**src/rtl/uart_rx_fifo.sv**
```systemverilog
// UART receiver (8N1-style, oversampled) feeding a first-word-fall-through FIFO.
// Optional parity bit support is compiled in with macro UART_RX_PARITY_EN.
module uart_rx_fifo #(
  parameter int unsigned word_width = 8,
  parameter int unsigned oversample = 16,
  parameter int unsigned fifo_depth = 8
) (
  input  logic                          clk,
  input  logic                          rst_n,
  input  logic                          RX,
  input  logic [15:0]                   baud_div,
  input  logic                          parity_odd,
  input  logic                          rd,
  output logic [word_width-1:0]         D_OUT,
  output logic                          valid,
  output logic [$clog2(fifo_depth):0]   count,
  output logic                          R_locked,
  output logic                          frame_err,
  output logic                          parity_err,
  output logic                          overflow
);

  localparam int unsigned AW   = $clog2(fifo_depth);
  localparam int unsigned CNTW = AW + 1;
  localparam int unsigned CW   = $clog2(oversample);
  localparam int unsigned BW   = $clog2(word_width);

  localparam logic [CW-1:0]   TICK_LAST = CW'(oversample - 1);
  localparam logic [CW-1:0]   TICK_HALF = CW'(oversample / 2 - 1);
  localparam logic [BW-1:0]   BIT_LAST  = BW'(word_width - 1);
  localparam logic [CNTW-1:0] CNT_FULL  = CNTW'(fifo_depth);

  localparam logic [2:0] S_IDLE   = 3'd0;
  localparam logic [2:0] S_START  = 3'd1;
  localparam logic [2:0] S_DATA   = 3'd2;
`ifdef UART_RX_PARITY_EN
  localparam logic [2:0] S_PARITY = 3'd3;
`endif
  localparam logic [2:0] S_STOP   = 3'd4;
  localparam logic [2:0] S_BREAK  = 3'd5;

  logic                  rx_meta_q, rx_meta_d;
  logic                  rx_s_q, rx_s_d;
  logic [15:0]           presc_q, presc_d;
  logic [CW-1:0]         tick_cnt_q, tick_cnt_d;
  logic [2:0]            state_q, state_d;
  logic [BW-1:0]         bit_q, bit_d;
  logic [word_width-1:0] shreg_q, shreg_d;
  logic                  locked_q, locked_d;
  logic                  frame_err_q, frame_err_d;
  logic                  overflow_q, overflow_d;
`ifdef UART_RX_PARITY_EN
  logic                  par_bad_q, par_bad_d;
  logic                  parity_err_q, parity_err_d;
`endif

  logic [word_width-1:0] mem_q [fifo_depth];
  logic [AW-1:0]         wr_ptr_q, wr_ptr_d;
  logic [AW-1:0]         rd_ptr_q, rd_ptr_d;
  logic [CNTW-1:0]       count_q, count_d;
  logic                  valid_q, valid_d;
  logic [word_width-1:0] dout_q, dout_d;

  logic tick_c;
  logic tick_wrap_c;
  logic push_c;
  logic pop_c;
  logic full_c;
  logic wr_en_c;

  assign tick_c      = (presc_q == 16'd0);
  assign tick_wrap_c = (tick_cnt_q == TICK_LAST);

  // Synchroniser, prescaler and receive state machine next-state logic.
  always_comb begin
    rx_meta_d   = RX;
    rx_s_d      = rx_meta_q;
    presc_d     = tick_c ? baud_div : presc_q - 16'd1;
    state_d     = state_q;
    tick_cnt_d  = tick_cnt_q;
    bit_d       = bit_q;
    shreg_d     = shreg_q;
    frame_err_d = 1'b0;
    push_c      = 1'b0;
`ifdef UART_RX_PARITY_EN
    par_bad_d    = par_bad_q;
    parity_err_d = 1'b0;
`endif

    if (tick_c) begin
      tick_cnt_d = tick_wrap_c ? '0 : CW'(tick_cnt_q + 1'b1);
    end

    case (state_q)
      S_IDLE: begin
        if (tick_c && !rx_s_q) begin
          state_d    = S_START;
          tick_cnt_d = '0;
        end
      end
      S_START: begin
        // Mid-start-bit recheck rejects glitches shorter than half a bit.
        if (tick_c && (tick_cnt_q == TICK_HALF)) begin
          tick_cnt_d = '0;
          bit_d      = '0;
`ifdef UART_RX_PARITY_EN
          par_bad_d  = 1'b0;
`endif
          state_d    = rx_s_q ? S_IDLE : S_DATA;
        end
      end
      S_DATA: begin
        if (tick_c && tick_wrap_c) begin
          shreg_d = {rx_s_q, shreg_q[word_width-1:1]};
          bit_d   = BW'(bit_q + 1'b1);
          if (bit_q == BIT_LAST) begin
`ifdef UART_RX_PARITY_EN
            state_d = S_PARITY;
`else
            state_d = S_STOP;
`endif
          end
        end
      end
`ifdef UART_RX_PARITY_EN
      S_PARITY: begin
        if (tick_c && tick_wrap_c) begin
          par_bad_d = (((^shreg_q) ^ rx_s_q) != parity_odd);
          state_d   = S_STOP;
        end
      end
`endif
      S_STOP: begin
        if (tick_c && tick_wrap_c) begin
          if (!rx_s_q) begin
            frame_err_d = 1'b1;
            state_d     = S_BREAK;
          end else begin
`ifdef UART_RX_PARITY_EN
            parity_err_d = par_bad_q;
            push_c       = !par_bad_q;
`else
            push_c       = 1'b1;
`endif
            state_d      = S_IDLE;
          end
        end
      end
      S_BREAK: begin
        if (rx_s_q) begin
          state_d = S_IDLE;
        end
      end
      default: state_d = S_IDLE;
    endcase

    locked_d = (state_d != S_IDLE);
  end

  assign pop_c   = rd && valid_q;
  assign full_c  = (count_q == CNT_FULL);
  assign wr_en_c = push_c && (!full_c || pop_c);

  // FIFO bookkeeping; the head word is kept in its own register.
  always_comb begin
    overflow_d = push_c && full_c && !pop_c;
    wr_ptr_d   = wr_en_c ? AW'(wr_ptr_q + 1'b1) : wr_ptr_q;
    rd_ptr_d   = pop_c ? AW'(rd_ptr_q + 1'b1) : rd_ptr_q;
    count_d    = count_q;
    if (wr_en_c && !pop_c) begin
      count_d = CNTW'(count_q + 1'b1);
    end else if (!wr_en_c && pop_c) begin
      count_d = CNTW'(count_q - 1'b1);
    end
    valid_d = (count_d != '0);

    if (count_d == '0) begin
      dout_d = '0;
    end else if (wr_en_c && ((count_q == '0) || (pop_c && (count_q == CNTW'(1))))) begin
      dout_d = shreg_q;
    end else if (pop_c) begin
      dout_d = mem_q[AW'(rd_ptr_q + 1'b1)];
    end else begin
      dout_d = dout_q;
    end
  end

  always_ff @(posedge clk or negedge rst_n) begin
    if (!rst_n) begin
      rx_meta_q   <= 1'b1;
      rx_s_q      <= 1'b1;
      presc_q     <= '0;
      tick_cnt_q  <= '0;
      state_q     <= S_IDLE;
      bit_q       <= '0;
      shreg_q     <= '0;
      locked_q    <= 1'b0;
      frame_err_q <= 1'b0;
      overflow_q  <= 1'b0;
      wr_ptr_q    <= '0;
      rd_ptr_q    <= '0;
      count_q     <= '0;
      valid_q     <= 1'b0;
      dout_q      <= '0;
    end else begin
      rx_meta_q   <= rx_meta_d;
      rx_s_q      <= rx_s_d;
      presc_q     <= presc_d;
      tick_cnt_q  <= tick_cnt_d;
      state_q     <= state_d;
      bit_q       <= bit_d;
      shreg_q     <= shreg_d;
      locked_q    <= locked_d;
      frame_err_q <= frame_err_d;
      overflow_q  <= overflow_d;
      wr_ptr_q    <= wr_ptr_d;
      rd_ptr_q    <= rd_ptr_d;
      count_q     <= count_d;
      valid_q     <= valid_d;
      dout_q      <= dout_d;
    end
  end

`ifdef UART_RX_PARITY_EN
  always_ff @(posedge clk or negedge rst_n) begin
    if (!rst_n) begin
      par_bad_q    <= 1'b0;
      parity_err_q <= 1'b0;
    end else begin
      par_bad_q    <= par_bad_d;
      parity_err_q <= parity_err_d;
    end
  end

  assign parity_err = parity_err_q;
`else
  logic unused_parity_odd;
  assign unused_parity_odd = parity_odd;
  assign parity_err        = 1'b0;
`endif

  // Storage array needs no reset: entries are only read once written.
  always_ff @(posedge clk) begin
    if (wr_en_c) begin
      mem_q[wr_ptr_q] <= shreg_q;
    end
  end

  assign D_OUT     = dout_q;
  assign valid     = valid_q;
  assign count     = count_q;
  assign R_locked  = locked_q;
  assign frame_err = frame_err_q;
  assign overflow  = overflow_q;

endmodule

```
**config.mk**
```make
export PLATFORM = sky130hd
export DESIGN_NAME = uart_rx_fifo
export DESIGN_NICKNAME = d
export VERILOG_FILES = /design/src/rtl/uart_rx_fifo.sv
export SDC_FILE = /design/constraint.sdc
export NUM_CORES = 1
export LEC_CHECK = 0
export ABC_AREA = 1
export BUFFER_PORTS_ARGS = -buffer_cell sky130_fd_sc_hd__buf_2
export CAP_MARGIN = 10
export CORE_ASPECT_RATIO = 0.5
export CORE_MARGIN = 3
export CORE_UTILIZATION = 37
export DETAILED_ROUTE_END_ITERATION = 7
export GPL_TIMING_DRIVEN = 0
export PLACE_DENSITY = 0.59
export SETUP_SLACK_MARGIN = 0.15
export SYNTH_ARGS = -nofsm -noshare
export SYNTH_HDL_FRONTEND = slang
export SYNTH_SLANG_ARGS = --single-unit
```
**constraint.sdc**
```tcl
create_clock -name clk -period 2.7 [get_ports clk]
set_input_delay 0.27 -clock clk [delete_from_list [all_inputs] [get_ports clk]]
set_output_delay 0.27 -clock clk [all_outputs]
set_load 0.005 [all_outputs]
```
Word level (Yosys, flattened, before mapping). Memories as Yosys holds them, arrays and structs flattened. Index checks and enable logic that the tools add are counted.

Input port bits: 21. Word-level logic and storage cells: 92. Output and inout bits: 17. Register bits: 58. Bits in writable memories: 64. Memories kept: 1.

Muxes and demuxes: 31. $add $sub $neg: 7. Reduce and logical (&&, ||, !) cells: 27. Eq/ne operators: 11.

Memories: mem_q (depth 8, bits a word 8, rd ports 1, clocked after Yosys merged registers in 0, wr ports 1, RTL line 57) `logic [word_width-1:0] mem_q [fifo_depth];`.

Operators by type and width (number): 3-bit two-way mux (9); 4-bit two-way mux (6); 8-bit two-way mux (3); 16-bit zero test (1); 16-bit two-way mux (1); 16-bit by 1-bit subtractor with 16-bit output, second input constant (1); 3-bit case mux with 5 select lines (1); 1-bit logical AND (11); 3-bit by 1-bit adder with 3-bit output, second input constant (3); 3-bit == test, second input constant (3); 4-bit by 1-bit adder with 4-bit output, second input constant (2); 4-bit == test, second input constant (2); 4-bit zero test (2); 1-bit two-way mux (8); 4-bit case mux with 2 select lines (1); 3-bit case mux with 2 select lines (1); 3-bit nonzero test (2); 4-bit by 1-bit == test with 1-bit output, second input constant (1); 4-bit by 3-bit == test with 1-bit output, second input constant (1); 1-bit zero test (4); 2-bit != test, second input constant (2); 4-bit nonzero test (1); 4-bit by 1-bit subtractor with 4-bit output, second input constant (1); 3-bit by 1-bit == test with 1-bit output, second input constant (1); 7 further kinds (8).

Logic depth before layout (Yosys ltp). Gate-level depths: netlist of the first run.

Depth after elaboration: 11. Depth in mapped cells: 15. Gate-level depth less buffers: 15.

Least setup slack after synthesis of the first run. Ideal clock, no wire load.

Path type: flip-flop to flip-flop. From: reg presc_q[0]. To: mem mem_q[0][0], enable pin. Setup slack: 251 ps. Period minus slack after synthesis: 2449 ps. Cell stages (with the launch flop): 11. Setup time: 383 ps. Buffers on the path: 0. Required time: 2317 ps. Arrival time: 2066 ps. Cell sequence: dfrtp_1 inv_1 ha_1 nand2_2 nor2_4 nand2_4 nor2_8 nand3_4 nor2_8 nand2_1 nor3_1.

Longest elaborated chain between the ends: 7.

Ends and longest elaborated chain: start: declaration (RTL line 44) `logic [15:0] presc_q, presc_d;`; start signal: assignment (RTL line 208) `presc_q <= presc_d;`; 16-bit zero test (RTL line 71) `assign tick_c = (presc_q == 16'd0);`; 1-bit logical AND (RTL line 134) `if (tick_c && tick_wrap_c) begin`; 1-bit two-way mux (RTL line 134); 1-bit two-way mux (RTL line 94) `case (state_q)`; 1-bit logical AND (RTL line 162) `assign wr_en_c = push_c && (!full_c || pop_c);`; 1-bit two-way mux (RTL line 244) `if (wr_en_c) begin`; 1-bit two-way mux (implied by the code) (RTL line 245) `mem_q[wr_ptr_q] <= shreg_q;`; end: declaration (RTL line 57).

No other way between the ends.

Worst setup path after layout of the first run.
From: reg presc_q[0]. To: mem mem_q[5][7], enable pin.

Same word-level chain as after synthesis.

==> results of run 1 <==
## cell type report
type | count | area [sq um] | area share (%)
multi-input cells | 363 | 2052 | 30.08
well taps | 192 | 240.2 | 3.521
repair buffers | 51 | 366.6 | 5.373
plain buffers | 15 | 68.82 | 1.009
inverters | 44 | 168.9 | 2.476
clock buffers | 29 | 510.5 | 7.482
clock inverters | 3 | 40.04 | 0.5868
flip-flops and latches | 122 | 3376 | 49.48
## state kept, by name (all words and copies together) (netlist names)
signal	count
rd_ptr_q	3
rx_meta_q	1
count	4
bit_q	3
overflow	1
shreg_q	8
mem_q	64
presc_q	16
rx_s_q	1
state_q	3
valid	1
tick_cnt_q	4
frame_err	1
D_OUT	8
R_locked	1
wr_ptr_q	3
## metrics by stage
stage	util, %	std cells	hold WS, ns	setup TNS (ns)	total power [mW]
3_3_place_gp	42.30	771	0.3462	-23.20	4.492
4_1_cts	47.53	813	0.06768	0	6.650
3_5_place_dp	42.68	776	0.2879	-10.55	4.518
6_report	48.47	819	0.07523	0	6.660
2_1_floorplan	-	544	-0.02559	0	3.857
5_1_grt	48.47	819	0.07410	0	7.123
## logic make-up after synthesis
group / count (synthesis) / share of synthesized area, %
buffers and inverters: 59 / 4.202
AOI/OAI and AO/OA: 81 / 8.651
adders and majority gates: 10 / 2.259
xor gates and xnor gates: 19 / 3.004
DFF: 122 / 60.94
other: 1 / 0.06770
and+or+nand+nor: 252 / 20.87
## layer usage
metal	vias to the layer above	global-route usage, %
li1	2005	-
met1	1961	21.66
met2	103	27.43
met3	10	4.382
met4	0	4.404
met5	-	0
## path summary, 6_finish.rpt
check	startpoint	end	depth (start not counted)	slack, ns
worst max-delay path	presc_q[0]$_DFF_PN0_	mem_q[5][7]$_DFFE_PP_	11	0.30
worst min-delay path	baud_div[6]	presc_q[6]$_DFF_PN0_	2	0.08
worst max register to register	presc_q[0]$_DFF_PN0_	mem_q[5][7]$_DFFE_PP_	11	0.30
worst min register to register	rx_meta_q$_DFF_PN1_	rx_s_q$_DFF_PN1_	0	0.36
max in group asynchronous	rst_n	shreg_q[0]$_DFFE_PN0P_	3	1.72
min in group asynchronous	rst_n	presc_q[14]$_DFF_PN0_	2	0.38
## repair_timing
action / 4_1_cts / 5_1_grt
resized for setup: 12 / 17
setup buffers: 3 / 6
pin swaps: 3 / 6
hold endpoints to repair: 22 / 0
setup endpoints to repair: 66 / 51
hold buffers: 2 / 0
## critical path, stage by stage, from the launching register on
cell     delay [ns]
dfrtp_1        0.38
inv_1          0.09
ha_1           0.20
nand2_2        0.14
nor2_4         0.15
nand2_4        0.12
nor2_8         0.13
nand3_4        0.16
nor3_2         0.17
inv_2          0.14
nor3_4         0.26
buf_12         0.16
## layout by cell type, fill, tap and decap left out, types with 3 or more instances in the layout
cell / count
nand2_1: 89
nor2_1: 80
edfxtp_1: 64
dfrtp_1: 56
o21ai_0: 43
inv_1: 40
nand3_1: 38
buf_2: 35
clkbuf_1: 18
clkbuf_16: 17
o221ai_1: 16
xor2_1: 10
ha_1: 10
a21oi_1: 9
buf_4: 9
xnor2_1: 8
nor3_4: 8
nor2_2: 7
o21ai_1: 7
nor3_1: 6
nand4_1: 5
buf_12: 5
clkbuf_8: 4
o21a_1: 3
## cells in the mapped netlist (2+ instances only)
master | number | area share, %
nand3_1 | 38 | 3.4
clkinv_1 | 2 | 0.14
buf_1 | 2 | 0.14
nor2_1 | 80 | 5.4
nor4_1 | 2 | 0.23
nor2_4 | 2 | 0.41
xnor2_1 | 8 | 1.3
inv_1 | 42 | 2.8
nor2_8 | 2 | 0.72
o21ai_0 | 44 | 4.0
o21a_1 | 3 | 0.41
o221ai_1 | 16 | 2.5
nand3_4 | 2 | 0.63
dfstp_2 | 2 | 0.95
clkbuf_1 | 11 | 0.75
o21ai_1 | 6 | 0.54
nor3_1 | 15 | 1.4
nand2_1 | 90 | 6.1
ha_1 | 10 | 2.3
nor2_2 | 7 | 0.79
or2_2 | 2 | 0.23
dfrtp_1 | 56 | 25
nand4_1 | 5 | 0.56
a21oi_1 | 9 | 0.81
xor2_1 | 11 | 1.7
edfxtp_1 | 64 | 35
## power breakdown
part | internal, mW | switching [mW] | total, mW
logic | 0.796 | 1.36 | 2.16
clock network | 1.36 | 0.749 | 2.11
registers | 2.17 | 0.220 | 2.39
total | 4.33 | 2.33 | 6.66
==> results.py, run 1 <==
metrics = {
    "outcome": {
        "status": "complete, no violations",
    },
    "timing": {
        "rsz0062_at_grt": "no",
        "fin_crit_sh_pct": 88.77,
        "fin_skew_ns": 0.01112,
        "fin_ws_ns": 0.3031,
        "relSlewSlack_pct": 60.97,
        "max_freq_mhz": 417.2,
        "worst_slew_pin_slew_ns": 0.5854,
        "finalSetupViolCount": 0,
        "final_max_slew_viol_count": 0,
        "period_needed_ns": 2.397,
        "hold_violations": 0,
    },
    "detailed_routing": {
        "drt_iter0_drc": 268,
        "num_vias": 4079,
        "wl_met2_mm": 6.249,
        "dr.pass1.iters": 5,
        "routedWlPerCell_um": 15.73,
        "top_layer_used": "met4",
        "avgViaCountPerCell": 4.980,
        "totalWireLength_mm": 12.88,
        "wl_met3_um": 765,
        "ant_nets": 0,
        "met1_length_mm": 5.773,
        "drc": 0,
    },
    "clock_network": {
        "clk_pin_slew_worst_paths_ns": 0.05,
        "tritoncts": "done",
        "clockRootBuffer": "clkbuf_16",
        "cts_sinks": 122,
        "htree_levels": 4,
        "cts_made_buffers": 17,
        "clk-insertion-delay-late_ns": 0.41,
        "clockBufferDepth": 2,
    },
    "power": {
        "p_leak_nw": 2.978,
        "power.density_mw_per_mm2": 976.1,
        "ir_drop_uv": 548.6,
    },
    "cells_and_area": {
        "n_fill_cell": 1307,
        "antenna_cells": 0,
        "layout-drive-gt1-share_pct": 17.54,
        "syn_to_final_growth_pct": 23.18,
        "final_area_sq_mm": 0.006823,
        "fin_nets": 645,
    },
    "synthesis": {
        "synthFlopType": "edfxtp_1",
        "synthArstFlopShare_pct": 47.54,
        "synth_edf_count": 64,
        "synth_area_sq_mm": 0.005539,
        "ys_seq_area_share_pct": 60.94,
        "syn_inst": 544,
        "syn_avg_cell_area_sq_um": 10.18,
        "syn_nets": 575,
        "yosys_warnings": 0,
        "yosysUniqueCellTypes": 39,
        "ys_ff_latch": 122,
    },
    "grt": {
        "grt_start_max_net_pins": 36,
        "grt_first_pass_wirelength_mm": 21.11,
        "grt_antenna_before_repair": 0,
        "gr-total-overflow": 0,
        "grt_pass1_vias": 4081,
        "track_usage_pct": 16.57,
    },
    "setup_path": {
        "cp_data_required_time_ns": 2.82,
        "cp_max_fo": 8,
        "crit_type": "register to register",
        "critPathLaunchType": "register",
        "worst-endpoint-arrival_ns": 2.51,
        "critPathCaptureType": "register",
    },
    "floorplanning": {
        "fp-row-count": 30,
        "num_io_pins": 38,
        "dieWidth_um": 179.0,
        "fp.dieH_um": 92.52,
        "die_area_sq_mm": 0.01656,
        "core_sq_mm": 0.01408,
        "start_util_pct": 39.35,
    },
    "flow_run": {
        "max-cap-violations": 0,
    },
    "place": {
        "place.gp.congestion": 0.7830,
        "dp_hpwl_mm": 8.520,
        "dp_slack_ns": -0.4504,
        "io_buffer_count": 35,
        "placed_cell_area_sq_mm": 0.006007,
    },
    "hold_path": {
        "hold_path.class": "input port to register",
    },
}
(Power assumes the default switching activity.)
==> run 2, diff against run 1 <==
--- a/config.mk
+++ b/config.mk
@@ -13,8 +13,10 @@
 export CORE_UTILIZATION = 37
 export DETAILED_ROUTE_END_ITERATION = 7
 export GPL_TIMING_DRIVEN = 0
+export HOLD_SLACK_MARGIN = 0.1
 export PLACE_DENSITY = 0.59
 export SETUP_SLACK_MARGIN = 0.15
+export SKIP_CTS_REPAIR_TIMING = 1
 export SYNTH_ARGS = -nofsm -noshare
 export SYNTH_HDL_FRONTEND = slang
 export SYNTH_SLANG_ARGS = --single-unit
==> results.py, run 2 (same netlist as run 1, synthesis figures left out) <==
metrics = {
    "setup_path": {
        "critPathLaunchType": "register",
        "crit_type": "register to register",
        "worst-endpoint-arrival_ns": 2.52,
        "critPathCaptureType": "register",
        "reg2reg_setup_slack_ns": 0.29,
        "cp_data_required_time_ns": 2.81,
        "cp_max_fo": 8,
    },
    "floorplanning": {
        "num_io_pins": 38,
        "die_area_sq_mm": 0.01656,
        "fp.dieH_um": 92.52,
        "fp-row-count": 30,
        "core_sq_mm": 0.01408,
        "start_util_pct": 39.35,
        "dieWidth_um": 179.0,
    },
    "clock_network": {
        "cts_made_buffers": 17,
        "cts_sinks": 122,
        "clockBufferDepth": 2,
        "clk-insertion-delay-late_ns": 0.40,
        "tritoncts": "done",
        "clk_pin_slew_worst_paths_ns": 0.05,
        "clockRootBuffer": "clkbuf_16",
        "htree_levels": 4,
    },
    "detailed_routing": {
        "dr.pass1.iters": 4,
        "top_layer_used": "met4",
        "ant_nets": 0,
        "drt_iter0_drc": 270,
        "avgViaCountPerCell": 4.973,
        "wl_met2_mm": 6.280,
        "met1_length_mm": 5.887,
        "num_vias": 4093,
        "routedWlPerCell_um": 15.69,
        "drc": 0,
        "totalWireLength_mm": 12.92,
        "wl_met3_um": 670,
    },
    "timing": {
        "rsz0062_at_grt": "no",
        "hold_violations": 0,
        "relSlewSlack_pct": 59.49,
        "final_max_slew_viol_count": 0,
        "finalSetupViolCount": 0,
        "fin_skew_ns": 0.01134,
        "fin_ws_ns": 0.2919,
        "fin_crit_sh_pct": 89.19,
        "max_freq_mhz": 415.3,
        "period_needed_ns": 2.408,
        "worst_slew_pin_slew_ns": 0.6077,
    },
    "cells_and_area": {
        "register_area_sq_mm": 0.003376,
        "largest_reg_flops": 64,
        "reg_top3": "mem_q: 64 flops, presc_q: 16 flops",
        "n_fill_cell": 1308,
        "final_cell_mix": "nand2_1, nor2_1, edfxtp_1",
        "multi_input_area_sq_mm": 0.002052,
        "fin_nets": 649,
        "final_common_cell": "nand2_1",
        "layout-drive-gt1-share_pct": 17.43,
        "syn_to_final_growth_pct": 23.45,
        "antenna_cells": 0,
        "top_register": "mem_q",
    },
    "power": {
        "power_frac_seq_pct": 35.8,
        "power_frac_comb_pct": 32.6,
        "clkPwrFrac_pct": 31.6,
        "p_leak_nw": 2.993,
        "power.density_mw_per_mm2": 975.5,
        "swShare_pct": 35.07,
        "finalPower_mw": 6.670,
        "ir_drop_uv": 543.4,
        "net-switching-power_mw": 2.339,
        "p_int_mw": 4.331,
    },
    "grt": {
        "grt_first_pass_wirelength_mm": 20.87,
        "grt_pass1_vias": 4085,
        "track_usage_pct": 16.41,
        "grt_antenna_before_repair": 0,
        "grt_start_max_net_pins": 36,
        "gr-total-overflow": 0,
    },
    "outcome": {
        "status": "complete, no violations",
    },
    "place": {
        "dp_slack_ns": -0.4504,
        "io_buffer_count": 35,
        "place.gp.congestion": 0.7830,
        "dp_hpwl_mm": 8.520,
    },
    "flow_run": {
        "max-cap-violations": 0,
    },
    "hold_path": {
        "hold_path.class": "input port to register",
    },
}
[run 2: cell types whose count changed in the layout (fill, tap and decap cells not counted)]
cell / delta
dlygate4sd3_1: +4
buf_4: +2
buf_12: -2
[run 2: stage by stage]
step	hold slack (ns)	TNS, ns	utilization [%]	instance area [sq um]	cells
floorplan	-0.02559	0	-	5539	544
detailed placement	0.2879	-10.55	42.68	6007	776
finish	0.08426	0	48.58	6838	823
CTS	-0.1439	-10.39	46.59	6558	808
global route	0.1035	0	48.58	6838	823
global placement	0.3462	-23.20	42.30	5954	771
[run 2: final timing paths]
kind,startpoint,to,cells after the start
setup reg to reg,presc_q[0]$_DFF_PN0_,mem_q[4][6]$_DFFE_PP_,11
setup / recovery,presc_q[0]$_DFF_PN0_,mem_q[4][6]$_DFFE_PP_,11
hold / removal,baud_div[10],presc_q[10]$_DFF_PN0_,3
max in group asynchronous,rst_n,shreg_q[6]$_DFFE_PN0P_,3
hold reg to reg,rx_meta_q$_DFF_PN1_,rx_s_q$_DFF_PN1_,0
min in group asynchronous,rst_n,presc_q[14]$_DFF_PN0_,2
[run 2: per-layer routing]
metal  GRT usage [%]  up-vias
met1           21.82     1976
met3           3.890        7
li1                -     2012
met5               0        -
met2           26.74       98
met4           4.987        0
[run 2: cell type report]
class / instances / share of cell area (%)
repair buffers: 55 / 5.581
inverters: 44 / 2.470
clock buffers: 29 / 7.466
multi-input cells: 363 / 30.01
flip-flops and latches: 122 / 49.37
clock inverters: 3 / 0.5855
well taps: 192 / 3.513
plain buffers: 15 / 1.006
[run 2: power groups by stage]
stage          combinational (mW)  clock, mW  sequential [mW]
6_report                     2.17       2.11             2.39
5_1_grt                      2.47       2.24             2.42
4_1_cts                      2.12       2.14             2.38
3_5_place_dp                 2.10          0             2.41
3_3_place_gp                 2.08          0             2.41
2_1_floorplan                1.48          0             2.38
[run 2: worst max-delay path: stages, from the launching register on]
cell	delay, ns
dfrtp_1	0.38
inv_1	0.09
ha_1	0.20
nand2_2	0.14
nor2_4	0.15
nand2_4	0.11
nor2_8	0.13
nand3_4	0.16
nor2_8	0.19
nand2_4	0.11
nor3_4	0.22
buf_4	0.22
